File: config.mk
export PLATFORM = sky130hd
export DESIGN_NAME = hazard_unit_flat
export DESIGN_NICKNAME = d
export VERILOG_FILES = /design/src/rtl/hazard_unit_pkg.sv /design/src/rtl/hazard_unit_if.sv /design/src/rtl/hazard_unit_hz_rec_reg.sv /design/src/rtl/hazard_unit.sv /design/src/flat_wrapper.sv
export SDC_FILE = /design/constraint.sdc
export NUM_CORES = 1
export LEC_CHECK = 0
export BUFFER_PORTS_ARGS = -buffer_cell sky130_fd_sc_hd__buf_2
export CORE_UTILIZATION = 25
export CTS_BUF_LIST = sky130_fd_sc_hd__clkbuf_8
export DETAILED_ROUTE_END_ITERATION = 8
export SLEW_MARGIN = 0
export SYNTH_ARGS = -nofsm -noshare
export SYNTH_HDL_FRONTEND = slang
export SYNTH_SLANG_ARGS = --single-unit
File: constraint.sdc
create_clock -name clk -period 1.88 [get_ports clk]
set_input_delay 0.094 -clock clk [delete_from_list [all_inputs] [get_ports clk]]
set_output_delay 0.094 -clock clk [all_outputs]
set_load 0.01 [all_outputs]
File: src/rtl/hazard_unit_pkg.sv
// hazard_pkg: forward-select codes, Tnew/Tuse constants and the per-stage hazard record.
package hazard_pkg;
    localparam int REG_W = 5;
    localparam logic [1:0] FWD_RF = 2'b00;
    localparam logic [1:0] FWD_E = 2'b01;
    localparam logic [1:0] FWD_M = 2'b10;
    localparam logic [1:0] FWD_W = 2'b11;
    localparam logic [1:0] TNEW_CALC = 2'd1;
    localparam logic [1:0] TNEW_LOAD = 2'd2;
    localparam logic [1:0] TNEW_JAL = 2'd0;
    localparam logic [1:0] TUSE_NONE = 2'd3;
    typedef struct packed {
        logic [REG_W-1:0] rs;
        logic [REG_W-1:0] rt;
        logic [REG_W-1:0] a3;
        logic [1:0]       tnew;
    } hz_rec_t;
    function automatic logic [1:0] sat_dec(input logic [1:0] x);
        return (x == 2'd0) ? 2'd0 : x - 2'd1;
    endfunction
endpackage

File: src/rtl/hazard_unit_if.sv
// hazard_unit_if: D-stage classification/register fields in, stall and bypass selects out.
interface hazard_unit_if #(parameter int RA_W = 5);
    logic            d_isCalc_R, d_isCalc_I, d_isLoad, d_isStore, d_isBranch, d_isJal, d_isJr;
    logic [RA_W-1:0] d_rs, d_rt, d_rd;
    logic            stall, flush_E;
    logic [1:0]      fwd_D_rs, fwd_D_rt, fwd_E_rs, fwd_E_rt;
    logic            fwd_M_rt;
    modport master (
        output d_isCalc_R, d_isCalc_I, d_isLoad, d_isStore, d_isBranch, d_isJal, d_isJr,
        output d_rs, d_rt, d_rd,
        input  stall, flush_E, fwd_D_rs, fwd_D_rt, fwd_E_rs, fwd_E_rt, fwd_M_rt
    );
    modport slave (
        input  d_isCalc_R, d_isCalc_I, d_isLoad, d_isStore, d_isBranch, d_isJal, d_isJr,
        input  d_rs, d_rt, d_rd,
        output stall, flush_E, fwd_D_rs, fwd_D_rt, fwd_E_rs, fwd_E_rt, fwd_M_rt
    );
endinterface

File: src/rtl/hazard_unit_hz_rec_reg.sv
// hz_rec_reg: one pipelined hazard record with async clear, bubble load and saturating Tnew countdown.
module hz_rec_reg
    import hazard_pkg::*;
(
    input  logic    clk,
    input  logic    rst_n,
    input  logic    bubble_i,
    input  logic    dec_i,
    input  hz_rec_t rec_i,
    output hz_rec_t rec_o
);
    hz_rec_t rec_d, rec_q;
    always_comb begin
        rec_d = rec_i;
        rec_d.tnew = dec_i ? sat_dec(rec_i.tnew) : rec_i.tnew;
        if (bubble_i) rec_d = '0;
    end
    always_ff @(posedge clk or negedge rst_n) begin
        if (!rst_n) rec_q <= '0;
        else rec_q <= rec_d;
    end
    assign rec_o = rec_q;
endmodule

File: src/rtl/hazard_unit.sv
// hazard_unit: stall/forward controller for the 5-stage MIPS pipeline.
// Define HAZARD_STALL_CNT_EN to add the 32-bit stall_cnt output.
module hazard_unit
    import hazard_pkg::*;
#(
    parameter int RA_W = 5,
    parameter int LINK_REG = 31
) (
    input  logic        clk,
    input  logic        rst_n,
`ifdef HAZARD_STALL_CNT_EN
    output logic [31:0] stall_cnt,
`endif
    hazard_unit_if.slave hz
);
    hz_rec_t d_rec, e_q, m_q, w_q;
    logic [1:0] tuse_rs, tuse_rt;
    logic stall_rs, stall_rt;
    function automatic logic hit(input hz_rec_t r, input logic [REG_W-1:0] ra);
        return (r.a3 != '0) && (r.a3 == ra);
    endfunction
    function automatic logic ready(input hz_rec_t r, input logic [REG_W-1:0] ra);
        return hit(r, ra) && (r.tnew == 2'd0);
    endfunction
    function automatic logic busy(input logic [REG_W-1:0] ra, input logic [1:0] tuse);
        return (tuse != TUSE_NONE) && ((hit(e_q, ra) && e_q.tnew > tuse) || (hit(m_q, ra) && m_q.tnew > tuse));
    endfunction
    always_comb begin
        d_rec.rs = hz.d_rs;
        d_rec.rt = hz.d_rt;
        d_rec.a3 = hz.d_isLoad ? hz.d_rt : hz.d_isCalc_R ? hz.d_rd : hz.d_isCalc_I ? hz.d_rt :
                   hz.d_isJal ? RA_W'(LINK_REG) : '0;
        d_rec.tnew = hz.d_isLoad ? TNEW_LOAD : (hz.d_isCalc_R | hz.d_isCalc_I) ? TNEW_CALC : TNEW_JAL;
        tuse_rs = (hz.d_isBranch | hz.d_isJr) ? 2'd0 :
                  (hz.d_isCalc_R | hz.d_isCalc_I | hz.d_isLoad | hz.d_isStore) ? 2'd1 : TUSE_NONE;
        tuse_rt = hz.d_isBranch ? 2'd0 : hz.d_isCalc_R ? 2'd1 : hz.d_isStore ? 2'd2 : TUSE_NONE;
        stall_rs = busy(hz.d_rs, tuse_rs);
        stall_rt = busy(hz.d_rt, tuse_rt);
    end
    assign hz.stall = stall_rs | stall_rt;
    assign hz.flush_E = hz.stall;
    // Nearest producer wins: the younger the record, the higher its priority.
    assign hz.fwd_D_rs = ready(e_q, hz.d_rs) ? FWD_E : ready(m_q, hz.d_rs) ? FWD_M :
                         ready(w_q, hz.d_rs) ? FWD_W : FWD_RF;
    assign hz.fwd_D_rt = ready(e_q, hz.d_rt) ? FWD_E : ready(m_q, hz.d_rt) ? FWD_M :
                         ready(w_q, hz.d_rt) ? FWD_W : FWD_RF;
    assign hz.fwd_E_rs = ready(m_q, e_q.rs) ? FWD_M : ready(w_q, e_q.rs) ? FWD_W : FWD_RF;
    assign hz.fwd_E_rt = ready(m_q, e_q.rt) ? FWD_M : ready(w_q, e_q.rt) ? FWD_W : FWD_RF;
    assign hz.fwd_M_rt = ready(w_q, m_q.rt);
    hz_rec_reg u_rec_e (.clk(clk), .rst_n(rst_n), .bubble_i(hz.stall), .dec_i(1'b0), .rec_i(d_rec), .rec_o(e_q));
    hz_rec_reg u_rec_m (.clk(clk), .rst_n(rst_n), .bubble_i(1'b0), .dec_i(1'b1), .rec_i(e_q), .rec_o(m_q));
    hz_rec_reg u_rec_w (.clk(clk), .rst_n(rst_n), .bubble_i(1'b0), .dec_i(1'b1), .rec_i(m_q), .rec_o(w_q));
`ifdef HAZARD_STALL_CNT_EN
    logic [31:0] cnt_q, cnt_d;
    assign cnt_d = hz.stall ? cnt_q + 32'd1 : cnt_q;
    always_ff @(posedge clk or negedge rst_n) begin
        if (!rst_n) cnt_q <= '0;
        else cnt_q <= cnt_d;
    end
    assign stall_cnt = cnt_q;
`endif
endmodule

File: src/flat_wrapper.sv
// flat-port wrapper written by rule: the top's interface ports become plain ports
module hazard_unit_flat import hazard_pkg::*;
#(
    parameter int RA_W = 5,
    parameter int LINK_REG = 31
)
  (clk, rst_n, hz_d_isCalc_R, hz_d_isCalc_I, hz_d_isLoad, hz_d_isStore, hz_d_isBranch, hz_d_isJal, hz_d_isJr, hz_d_rs, hz_d_rt, hz_d_rd, hz_stall, hz_flush_E, hz_fwd_D_rs, hz_fwd_D_rt, hz_fwd_E_rs, hz_fwd_E_rt, hz_fwd_M_rt);
  hazard_unit_if #(.RA_W(RA_W)) hz_i ();
  input  logic clk;
  input  logic rst_n;
  input wire logic [$bits(hz_i.d_isCalc_R)-1:0] hz_d_isCalc_R;
  input wire logic [$bits(hz_i.d_isCalc_I)-1:0] hz_d_isCalc_I;
  input wire logic [$bits(hz_i.d_isLoad)-1:0] hz_d_isLoad;
  input wire logic [$bits(hz_i.d_isStore)-1:0] hz_d_isStore;
  input wire logic [$bits(hz_i.d_isBranch)-1:0] hz_d_isBranch;
  input wire logic [$bits(hz_i.d_isJal)-1:0] hz_d_isJal;
  input wire logic [$bits(hz_i.d_isJr)-1:0] hz_d_isJr;
  input wire logic [$bits(hz_i.d_rs)-1:0] hz_d_rs;
  input wire logic [$bits(hz_i.d_rt)-1:0] hz_d_rt;
  input wire logic [$bits(hz_i.d_rd)-1:0] hz_d_rd;
  output wire logic [$bits(hz_i.stall)-1:0] hz_stall;
  output wire logic [$bits(hz_i.flush_E)-1:0] hz_flush_E;
  output wire logic [$bits(hz_i.fwd_D_rs)-1:0] hz_fwd_D_rs;
  output wire logic [$bits(hz_i.fwd_D_rt)-1:0] hz_fwd_D_rt;
  output wire logic [$bits(hz_i.fwd_E_rs)-1:0] hz_fwd_E_rs;
  output wire logic [$bits(hz_i.fwd_E_rt)-1:0] hz_fwd_E_rt;
  output wire logic [$bits(hz_i.fwd_M_rt)-1:0] hz_fwd_M_rt;
  assign hz_i.d_isCalc_R = hz_d_isCalc_R;
  assign hz_i.d_isCalc_I = hz_d_isCalc_I;
  assign hz_i.d_isLoad = hz_d_isLoad;
  assign hz_i.d_isStore = hz_d_isStore;
  assign hz_i.d_isBranch = hz_d_isBranch;
  assign hz_i.d_isJal = hz_d_isJal;
  assign hz_i.d_isJr = hz_d_isJr;
  assign hz_i.d_rs = hz_d_rs;
  assign hz_i.d_rt = hz_d_rt;
  assign hz_i.d_rd = hz_d_rd;
  assign hz_stall = hz_i.stall;
  assign hz_flush_E = hz_i.flush_E;
  assign hz_fwd_D_rs = hz_i.fwd_D_rs;
  assign hz_fwd_D_rt = hz_i.fwd_D_rt;
  assign hz_fwd_E_rs = hz_i.fwd_E_rs;
  assign hz_fwd_E_rt = hz_i.fwd_E_rt;
  assign hz_fwd_M_rt = hz_i.fwd_M_rt;
  hazard_unit #(.RA_W(RA_W), .LINK_REG(LINK_REG)) u_core (.clk(clk), .rst_n(rst_n), .hz(hz_i));
endmodule
==> results.md, run 1 <==
- Slew Viols, Final: 0
- Crit Reg-Reg Startpoint: u_core.u_rec_e.rec_o[5]
- Final #Nets: ~330
- Failing checks: negative setup slack
- Die ar.: 9632 µm²
- Gr usage total: approximately an eighth
- I/O pins: 35
- Global route overflow: 0
- Warnings from Yosys: 0
- Fill cell count: between 800 and 900
- Worst min path class: input port to flip-flop
- Crit path cell chain: or4_4 > nor2_4 > nand3b_1 > o22ai_4 > or2_4 > buf_6
- Gate Count Post-Synth: 239
- Initial DRC Count: ~70
- Critical Path AT: 1950 ps
- Crit path kind: flip-flop to output pin
- Crit Path Max Fanout: 3
- Slew Limit Headroom: between 40% and 50%
- Synth Area in Compound Gates: under 10%
- Initial antenna violation count: 0
- Post-Synth Simple-Gate Area: between 20 and 25%
- Synth Area per Inst: 9.669 µm²
- CP bufs+invs: 1
- Die height: between 90 and 100 µm
- Final instance area: roughly 3100 µm²
- Number of flops mapped to enable cells by yosys: 0
- Ratio of final minimum period to clock period: 108.9%
- Minimum clock period after layout: between 2000 and 2500 ps
- Worst skew pair latency: 280 ps
- RSZ-0062 raised after global routing: true
- Final hold slack: about 86 ps
- Critical path capture point: hz_stall
- Crit path max-delay cell type: or4_4
- WP depth: 6
- Lkg Pwr: about 1.4 nW
- FMAX: just under 500 MHz
- Async set or reset register ratio after synthesis: 100.0%
- Setup crit end kind: output pin
- Clk root buf: clkbuf_8
- P&R area growth vs syn: 32.70%
- H-tree depth: 2
- Post-route DRC: 0
- Required time of the critical path: 1790 ps
- Site Rows: 34
- Cell Area, Synth: about 2300 µm²
- Post-synthesis mux area share: 0%
- CP top delay family: simple AND/OR/NAND/NOR gates
- Worst Tran Pin Value: about 800 ps
- R2R Setup Slk: 0 ps
- Net count after synthesis: between 200 and 300
- R2r endpoint: u_core.u_rec_e.rec_o[0]
- WL final: about 5.5 mm
- # clock sinks: 36
- DR pass1 iterations: 6
- Final setup violation count: 8
- Post-synthesis register bit count: 36
- Max_cap viols: 0
- Vias in the first global route: roughly 1800
- Final ANT Viol Nets: 0
- CTS tree: built
- Final hold vios: 0
- Final worst slack: -166.6 ps
- Part of the Yosys area used for sequential elements: ~39%
- DP HPWL: between 4 and 5 mm
- Crit path largest cell delay: around 550 ps
- Starting Density: 26.12%
- Max Root-Sink Buffers: 2
- PwrDens: 772.9 nW/µm²
- Clock skew: around 3.9 ps
- Clk slew on worst S/H paths: approximately 70 ps
- Total CTS buffers: 5
- Adder-cell share of the synthesized area: ~4.3%
- Share of layout cells above drive strength 1: around 37%
- Vias: approximately 1800
- Ant. Diodes: 0
- Number of port buffers: 34
- Status: complete, but fails checks
- Largest family of logic cells by synthesized area: XOR/XNOR gates
- Area post-placement: about 2700 µm²
- Critical path origin: u_core.u_rec_e.rec_o[5]
- First-pass GRT wire length: ~9 mm
- Ys flop type: dfrtp_1
- Post-DR vias/cell: 4.505
- Routed len/inst: about 14 µm
- Startpoint Class: flip-flop
- Total design power: 2.370 mW
- GP Congestion: about 0.85
- Core region area: roughly 9000 µm²
- Largest net degree at the start of global routing: 37
- Die Wd: slightly below 100 µm
- Distinct cell type count after synthesis: 39
- Max IR drop VDD: 0.0003219 V
- Synth Area in XOR/XNOR: 20.84%
- FF-to-FF path depth: 7
## flip-flops by register name, summed over array words and instances, names as in the netlist
name / flops
u_core.u_rec_e.rec_o: 17
u_core.u_rec_w.rec_o: 7
u_core.u_rec_m.rec_o: 12
## worst register-to-register path, cell delays in order (launching register included)
cell	delay, ps
dfrtp_1	390
or4_4	550
nor2_4	110
nand3b_1	160
o22ai_4	80
buf_4	150
buf_8	140
nor4_4	200
## Yosys cell counts (2+ instances only)
cell       count  share of area (%)
dfrtp_1       36                 39
xor2_1        34                 13
xnor2_1       21                8.0
inv_1         16                2.6
nor3_1        15                3.2
clkbuf_1      10                1.6
nor3_2        10                4.3
o21ai_0        9                1.9
a21oi_1        8                1.7
ha_1           8                4.3
nor2_1         8                1.3
buf_2          6                1.3
nand3_1        6                1.3
nand4_1        6                1.6
and2_1         5                1.4
nand2_1        5               0.81
nor3b_1        5                1.6
nor2b_1        4                1.1
a211oi_1       2               0.65
a2bb2oi_1      2               0.76
buf_6          2               0.97
nand3b_1       2               0.65
o21ai_1        2               0.43
o21ba_1        2               0.87
## cells by family after synthesis
family / Yosys count
xor gates and xnor gates: 55
and+or+nand+nor: 76
buffers and inverters: 35
AOI/OAI and AO/OA: 29
adders and majority gates: 8
DFF: 36
## worst min-delay path by stage
stage	startpoint	to	slack, ps	cells after the start
floorplan	rst_n	u_core.u_rec_e.rec_o[0]	-200	0
global placement	rst_n	u_core.u_rec_m.rec_o[7]	220	1
detailed placement	rst_n	u_core.u_rec_m.rec_o[7]	230	1
CTS	hz_d_rs[4]	u_core.u_rec_e.rec_o[16]	70	3
global route	hz_d_rs[4]	u_core.u_rec_e.rec_o[16]	90	3
finish	hz_d_rs[4]	u_core.u_rec_e.rec_o[16]	90	3
## cells in the final DEF (no fill, tap or decap), drive strengths merged
cell type / count
buf: 65
dfrtp: 36
xor2: 34
nor3: 25
xnor2: 21
inv: 17
o21ai: 12
nor2: 9
a21oi: 8
ha: 8
nand3: 7
nand4: 6
and2: 5
nand2: 5
nor3b: 5
clkbuf: 5
nor2b: 4
a211oi: 2
or4: 2
a2bb2oi: 2
nand3b: 2
o21ba: 2
or2: 2
or3: 1
a2111o: 1
o22ai: 1
nand2b: 1
nand4b: 1
a21o: 1
nor4: 1
bufinv: 1
clkinv: 1
dlygate4sd3: 1
## metrics by stage
step           util (%)  setup TNS [ps]  setup slack (ps)  std cells
5_1_grt           34.66           -1753            -234.5        402
3_5_place_dp      30.10          -186.6            -25.48        381
6_report          34.66          -561.4            -166.6        402
3_3_place_gp      30.10               0             15.39        381
4_1_cts           32.30           -1016            -206.7        392
2_1_floorplan         -               0             5.263        239
## area by class of cell
cell class	instances	area, µm²	share of cell area [%]
clock inverters	3	38.79	1.265
inverters	16	60.06	1.958
well taps	108	135.1	4.406
repair buffers	66	462.9	15.10
clock buffers	5	68.82	2.244
flip-flops and latches	36	907.1	29.58
multi-input cells	168	1394	45.45
## power by group
part	total, mW	internal (mW)	switching (mW)
logic	0.746	0.386	0.360
clock network	0.665	0.388	0.277
registers	0.959	0.862	0.0968
## what timing repair did
item | in CTS | in global routing
setup buffers | 2 | 11
setup endpoints to repair | 11 | 28
pin swaps | 11 | 10
hold buffers | 1 | 0
resized for setup | 17 | 28
hold endpoints to repair | 36 | 0
## routing by layer
layer	part of all wire, %	up-vias	GRT usage, %
met2	47	36	19.23
met5	0	-	0
met4	0.77	0	2.870
li1	-	903	-
met1	49	868	16.91
met3	3.4	4	2.219
No activity file was read; power rests on OpenSTA's default activity.
==> inputs of run 2 (changes only) <==
Settings changed: PLACE_DENSITY set to 0.41.
==> run 2 against run 1 <==
Compared with the run above:
- the run still ends with negative setup slack left
- die area unchanged
- critical path type unchanged
- register-to-register slack got worse by 120 ps
- highest routed layer unchanged
- first-iteration DRC count decreased by 31%
- critical endpoint unchanged
==> results.md, run 2 (synthesized netlist as in run 1, its figures left out) <==
- R2R Setup Slk: -120 ps (was 0 ps)
- DP HPWL: 4.668 mm (was 4.293 mm)
- Final instance area: 3013 µm² (was 3067 µm²)
- Clock skew: 11.43 ps (was 3.924 ps)
- Lkg Pwr: 1.362 nW (was 1.391 nW)
- Critical Path AT: 1960 ps (was 1950 ps)
- Starting Density: 26.12% (unchanged)
- Worst Tran Pin Value: 806.2 ps (was 804.0 ps)
- Area post-placement: 2686 µm² (was 2664 µm²)
- Max Root-Sink Buffers: 2 (unchanged)
- Number of port buffers: 34 (unchanged)
- Clk slew on worst S/H paths: 80 ps (was 70 ps)
- Clk root buf: clkbuf_8 (unchanged)
- RSZ-0062 raised after global routing: true (unchanged)
- Worst skew pair latency: 280 ps (about the same)
- Final #Nets: 321 (was 325)
- DR pass1 iterations: 6 (unchanged)
- Final hold vios: 0 (unchanged)
- Max reg flops: 17 (unchanged)
- Fill cell count: 945 (was 894)
- Register area: 904.6 µm² (was 907.1 µm²)
- Gr usage total: 13.28% (was 12.06%)
- Routed len/inst: 15.10 µm (was 13.56 µm)
- Footprint of the multi-input gates: 1369 µm² (was 1394 µm²)
- Minimum clock period after layout: 2056 ps (was 2047 ps)
- Ant. Diodes: 0 (unchanged)
- Ratio of final minimum period to clock period: 109.3% (was 108.9%)
- Die height: 98.15 µm (unchanged)
- Final setup violation count: 27 (was 8)
- CTS tree: built (unchanged)
- Site Rows: 34 (unchanged)
- First-pass GRT wire length: 9.653 mm (was 9.018 mm)
- Initial antenna violation count: 0 (unchanged)
- Startpoint Class: flip-flop (unchanged)
- Setup crit end kind: output pin (unchanged)
- Max_cap viols: 0 (unchanged)
- I/O pins: 35 (unchanged)
- # clock sinks: 36 (unchanged)
- Post-route DRC: 0 (unchanged)
- Total CTS buffers: 5 (unchanged)
- Final worst slack: -175.5 ps (was -166.6 ps)
- Vias in the first global route: 1810 (was 1774)
- H-tree depth: 2 (unchanged)
- Die ar.: 9632 µm² (unchanged)
- Slew Limit Headroom: 46.25% (was 46.40%)
- Final hold slack: 91.26 ps (was 86.21 ps)
- FMAX: 486.5 MHz (was 488.6 MHz)
- Die Wd: 98.15 µm (unchanged)
- Most common cell after layout, fill and taps aside: xor2_1 (unchanged)
- Global route overflow: 0 (unchanged)
- Share of layout cells above drive strength 1: 36.90% (was 37.41%)
- Crit Path Max Fanout: 3 (unchanged)
- Status: complete, but fails checks (unchanged)
- Crit path kind: flip-flop to output pin (unchanged)
- Core region area: 8848 µm² (unchanged)
- Final ANT Viol Nets: 0 (unchanged)
- Vias: 1787 (was 1811)
- GP Congestion: 0.7452 (was 0.8452)
- Initial DRC Count: 49 (was 71)
- WL final: 6.009 mm (was 5.450 mm)
- Highest-count cells in the layout ignoring fill and taps: 34 x xor2_1, 33 x dfrtp_1, 31 x buf_2 (was 34 x xor2_1, 31 x buf_2, 31 x dfrtp_1)
- Failing checks: negative setup slack (unchanged)
- Max IR drop VDD: 0.0002798 V (was 0.0003219 V)
- PwrDens: 786.3 nW/µm² (was 772.9 nW/µm²)
- Slew Viols, Final: 0 (unchanged)
- Required time of the critical path: 1790 ps (about the same)
- Post-DR vias/cell: 4.490 (was 4.505)
- Largest net degree at the start of global routing: 37 (unchanged)
- Worst min path class: input port to flip-flop (unchanged)
- P&R area growth vs syn: 30.37% (was 32.70%)
run 2: cell types whose count changed in the layout (fill, tap and decap cells not counted), moves of 2 or more:
cell       change
a2bb2oi_1      -2
a2bb2oi_2      +2
buf_4          -5
dfrtp_1        +2
dfrtp_2        -2
nor3_2         +5
nor3_4         -6
run 2: final timing paths:
| check | endpoint | cells past startpoint | from |
|---|---|---|---|
| worst max register to register | u_core.u_rec_e.rec_o[0] | 8 | u_core.u_rec_m.rec_o[2] |
| worst min register to register | u_core.u_rec_m.rec_o[11] | 0 | u_core.u_rec_e.rec_o[11] |
| worst max-delay path | hz_stall | 6 | u_core.u_rec_m.rec_o[2] |
| worst min-delay path | u_core.u_rec_e.rec_o[12] | 3 | hz_d_rs[0] |
| max in group asynchronous | u_core.u_rec_e.rec_o[1] | 2 | rst_n |
| min in group asynchronous | u_core.u_rec_m.rec_o[8] | 2 | rst_n |
run 2: worst max-delay path, cell delays in order (launching register included):
cell and delay, ps:
dfrtp_1 380, or4_4 550, nor2_4 140, a2111o_1 160, o22ai_4 70, or2_4 250, buf_6 120
run 2: timing repair:
action,CTS,global route
setup buffers,2,3
hold buffers,1,0
endpoints found under the hold margin,36,0
setup endpoints to repair,11,27
resized for setup,17,24
pin swaps,10,13
run 2: through the flow:
| stage | instances | utilization (%) | setup WS [ps] | total power, mW | TNS [ps] |
|---|---|---|---|---|---|
| floorplan | 239 | - | 5.263 | 1.398 | 0 |
| global placement | 384 | 30.36 | -42.50 | 1.623 | -295.8 |
| detailed placement | 384 | 30.36 | -50.62 | 1.631 | -416.3 |
| CTS | 395 | 32.48 | -192.4 | 2.346 | -1156 |
| global route | 398 | 34.05 | -250.5 | 2.508 | -3999 |
| finish | 398 | 34.05 | -175.5 | 2.369 | -1443 |
run 2: area by class of cell:
class                      count  area share [%]
clock inverter                 3           1.287
clock buffer                   5           2.284
multi-input combinational    168           45.43
sequential                    36           30.02
tap                          108           4.485
timing repair buffer          62           14.49
inverter                      16           1.993
run 2: layer usage:
layer  wire (µm)  part of all wire, %  GRT usage [%]  vias up
li1            -                    -              -      898
met1        2799                   47          17.39      852
met2        2969                   49          22.32       33
met3         177                  2.9          2.792        4
met4          63                  1.0          3.330        0
met5           0                    0              0        -
run 2: power by group:
part	switching, mW	internal, mW	leakage [nW]	total [mW]
sequential	0.0992	0.861	0.432	0.960
combinational	0.364	0.372	0.871	0.737
clock	0.284	0.389	0.0593	0.673
==> inputs of run 3 (changes only) <==
Settings changed: SETUP_SLACK_MARGIN set to 0.15.
==> run 3 against run 2 <==
Compared with the run above:
- the run still ends with negative setup slack left
- final cell count is 2.8% higher
- clock power is 2% lower
- count of clock-buffer cells in the layout stayed put
- non-clock buffer count is 11 higher
- clock skew is 6.5 ps lower
- wire length is 1.0% higher
- sequential power is 0.8% lower
- critical path type unchanged
- highest routed layer unchanged
==> results.md, run 3 (synthesized netlist as in run 1, its figures left out) <==
- First-pass GRT wire length: 9.715 mm (was 9.653 mm)
- Setup TNS Final: -1926 ps (was -1443 ps)
- Core region area: 8848 µm² (unchanged)
- Initial DRC Count: 21 (was 49)
- Final hold vios: 0 (unchanged)
- Site Rows: 34 (unchanged)
- Critical path origin: u_core.u_rec_m.rec_o[4] (was u_core.u_rec_m.rec_o[2])
- Gr usage total: 13.29% (was 13.28%)
- Vias in the first global route: 1834 (was 1810)
- DP HPWL: 4.655 mm (was 4.668 mm)
- Crit path kind: flip-flop to output pin (unchanged)
- Final ANT Viol Nets: 0 (unchanged)
- Max reg flops: 17 (unchanged)
- Initial antenna violation count: 0 (unchanged)
- Critical path capture point: hz_stall (unchanged)
- Worst min path class: input port to flip-flop (unchanged)
- I/O pins: 35 (unchanged)
- FMAX: 484.7 MHz (was 486.5 MHz)
- Final setup violation count: 27 (unchanged)
- Clk root buf: clkbuf_8 (unchanged)
- Ant. Diodes: 0 (unchanged)
- Final hold slack: 97.07 ps (was 91.26 ps)
- Max Root-Sink Buffers: 2 (unchanged)
- RSZ-0062 raised after global routing: true (unchanged)
- Slew Limit Headroom: 45.86% (was 46.25%)
- Slew Viols, Final: 0 (unchanged)
- PwrDens: 762.9 nW/µm² (was 786.3 nW/µm²)
- # clock sinks: 36 (unchanged)
- Max_cap viols: 0 (unchanged)
- Number of port buffers: 34 (unchanged)
- R2r endpoint: u_core.u_rec_e.rec_o[5] (was u_core.u_rec_e.rec_o[0])
- Clock skew: 4.956 ps (was 11.43 ps)
- Final #Nets: 332 (was 321)
- Placed insts: 381 (was 384)
- Post-route DRC: 0 (unchanged)
- Worst slack, placed: -25.46 ps (was -50.62 ps)
- Lkg Pwr: 1.428 nW (was 1.362 nW)
- R2R Setup Slk: -80 ps (was -120 ps)
- Most common cell after layout, fill and taps aside: xor2_1 (unchanged)
- Total CTS buffers: 5 (unchanged)
- Largest net degree at the start of global routing: 37 (unchanged)
- Die ar.: 9632 µm² (unchanged)
- H-tree depth: 2 (unchanged)
- Global route overflow: 0 (unchanged)
- Share of layout cells above drive strength 1: 42.52% (was 36.90%)
- DR pass1 iterations: 6 (unchanged)
- Highest-count cells in the layout ignoring fill and taps: 34 x xor2_1, 31 x buf_4, 31 x dfrtp_1 (was 34 x xor2_1, 33 x dfrtp_1, 31 x buf_2)
- Max IR drop VDD: 0.0002888 V (was 0.0002798 V)
- Crit Path Max Fanout: 3 (unchanged)
- Post-DR vias/cell: 4.462 (was 4.490)
- Vias: 1825 (was 1787)
- Finished Layout Cells: 409 (was 398)
- Minimum clock period after layout: 2063 ps (was 2056 ps)
- Ratio of final minimum period to clock period: 109.7% (was 109.3%)
- Core Util, Final: 35.99% (was 34.05%)
- Routed len/inst: 14.84 µm (was 15.10 µm)
- Startpoint Class: flip-flop (unchanged)
- Final worst slack: -183.2 ps (was -175.5 ps)
- CTS tree: built (unchanged)
- WL final: 6.069 mm (was 6.009 mm)
- Crit Reg-Reg Startpoint: u_core.u_rec_m.rec_o[1] (was u_core.u_rec_m.rec_o[2])
- Starting Density: 26.12% (unchanged)
- Failing checks: negative setup slack (unchanged)
- FF-to-FF path depth: 9 (was 8)
- Worst skew pair latency: 280 ps (about the same)
- Die Wd: 98.15 µm (unchanged)
- Clk slew on worst S/H paths: 70 ps (was 80 ps)
- Worst Tran Pin Value: 812.1 ps (was 806.2 ps)
- Die height: 98.15 µm (unchanged)
- P&R area growth vs syn: 37.79% (was 30.37%)
- GP Congestion: 0.6914 (was 0.7452)
- Setup crit end kind: output pin (unchanged)
- Status: complete, but fails checks (unchanged)
- Required time of the critical path: 1790 ps (about the same)
- Critical Path AT: 1970 ps (was 1960 ps)
run 3: cell count changes in the layout (fill, tap and decap cells not counted), sizes merged:
cell    previous run  this run
buf               61        71
clkbuf             5         6
run 3: worst min path at each step:
stage | start | to | slack, ps | cells past startpoint
finish | hz_d_rs[0] | u_core.u_rec_e.rec_o[12] | 100 | 3
floorplan | rst_n | u_core.u_rec_e.rec_o[0] | -200 | 0
global placement | rst_n | u_core.u_rec_m.rec_o[8] | 230 | 1
CTS | hz_d_rs[1] | u_core.u_rec_e.rec_o[13] | 80 | 3
detailed placement | rst_n | u_core.u_rec_m.rec_o[8] | 240 | 1
global route | hz_d_rs[1] | u_core.u_rec_e.rec_o[13] | 90 | 3
run 3: power by group:
part	total, mW	switching (mW)	internal [mW]
registers	0.952	0.0903	0.862
logic	0.815	0.392	0.423
clock network	0.662	0.274	0.388
total	2.43	0.756	1.67
run 3: timing repair:
item / in CTS / in global routing
hold endpoints to repair: 36 / 0
cloned: 0 / 1
setup buffers: 6 / 12
gates resized for setup: 24 / 23
pin swaps: 7 / 14
hold buffers: 1 / 0
endpoints found under the setup margin: 28 / 28
run 3: metal layers:
| metal | wire length (µm) | track usage (%) | vias up |
|---|---|---|---|
| li1 | - | - | 919 |
| met1 | 2863 | 17.52 | 874 |
| met2 | 2995 | 22.26 | 27 |
| met3 | 158 | 2.649 | 5 |
| met4 | 52 | 3.444 | 0 |
| met5 | 0 | 0 | - |
run 3: metrics by stage:
step                instance area (µm²)  power, mW
global placement                   2704      1.627
finish                             3184      2.429
global route                       3184      2.587
CTS                                2963      2.372
detailed placement                 2704      1.633
floorplan                          2364      1.411
run 3: critical path, cell delays in order, from the launching register on:
cell,delay [ps]
dfrtp_1,380
or4_4,540
nor2_4,130
a2111o_1,160
o22ai_4,80
or2_4,270
buf_6,120
run 3: cell type report:
type	count	area (µm²)
inverter	16	60.06
fill	918	5664
tap	108	135.1
sequential	36	907.1
clock inverter	3	38.79
multi-input combinational	168	1419
timing repair buffer	73	555.5
clock buffer	5	68.82
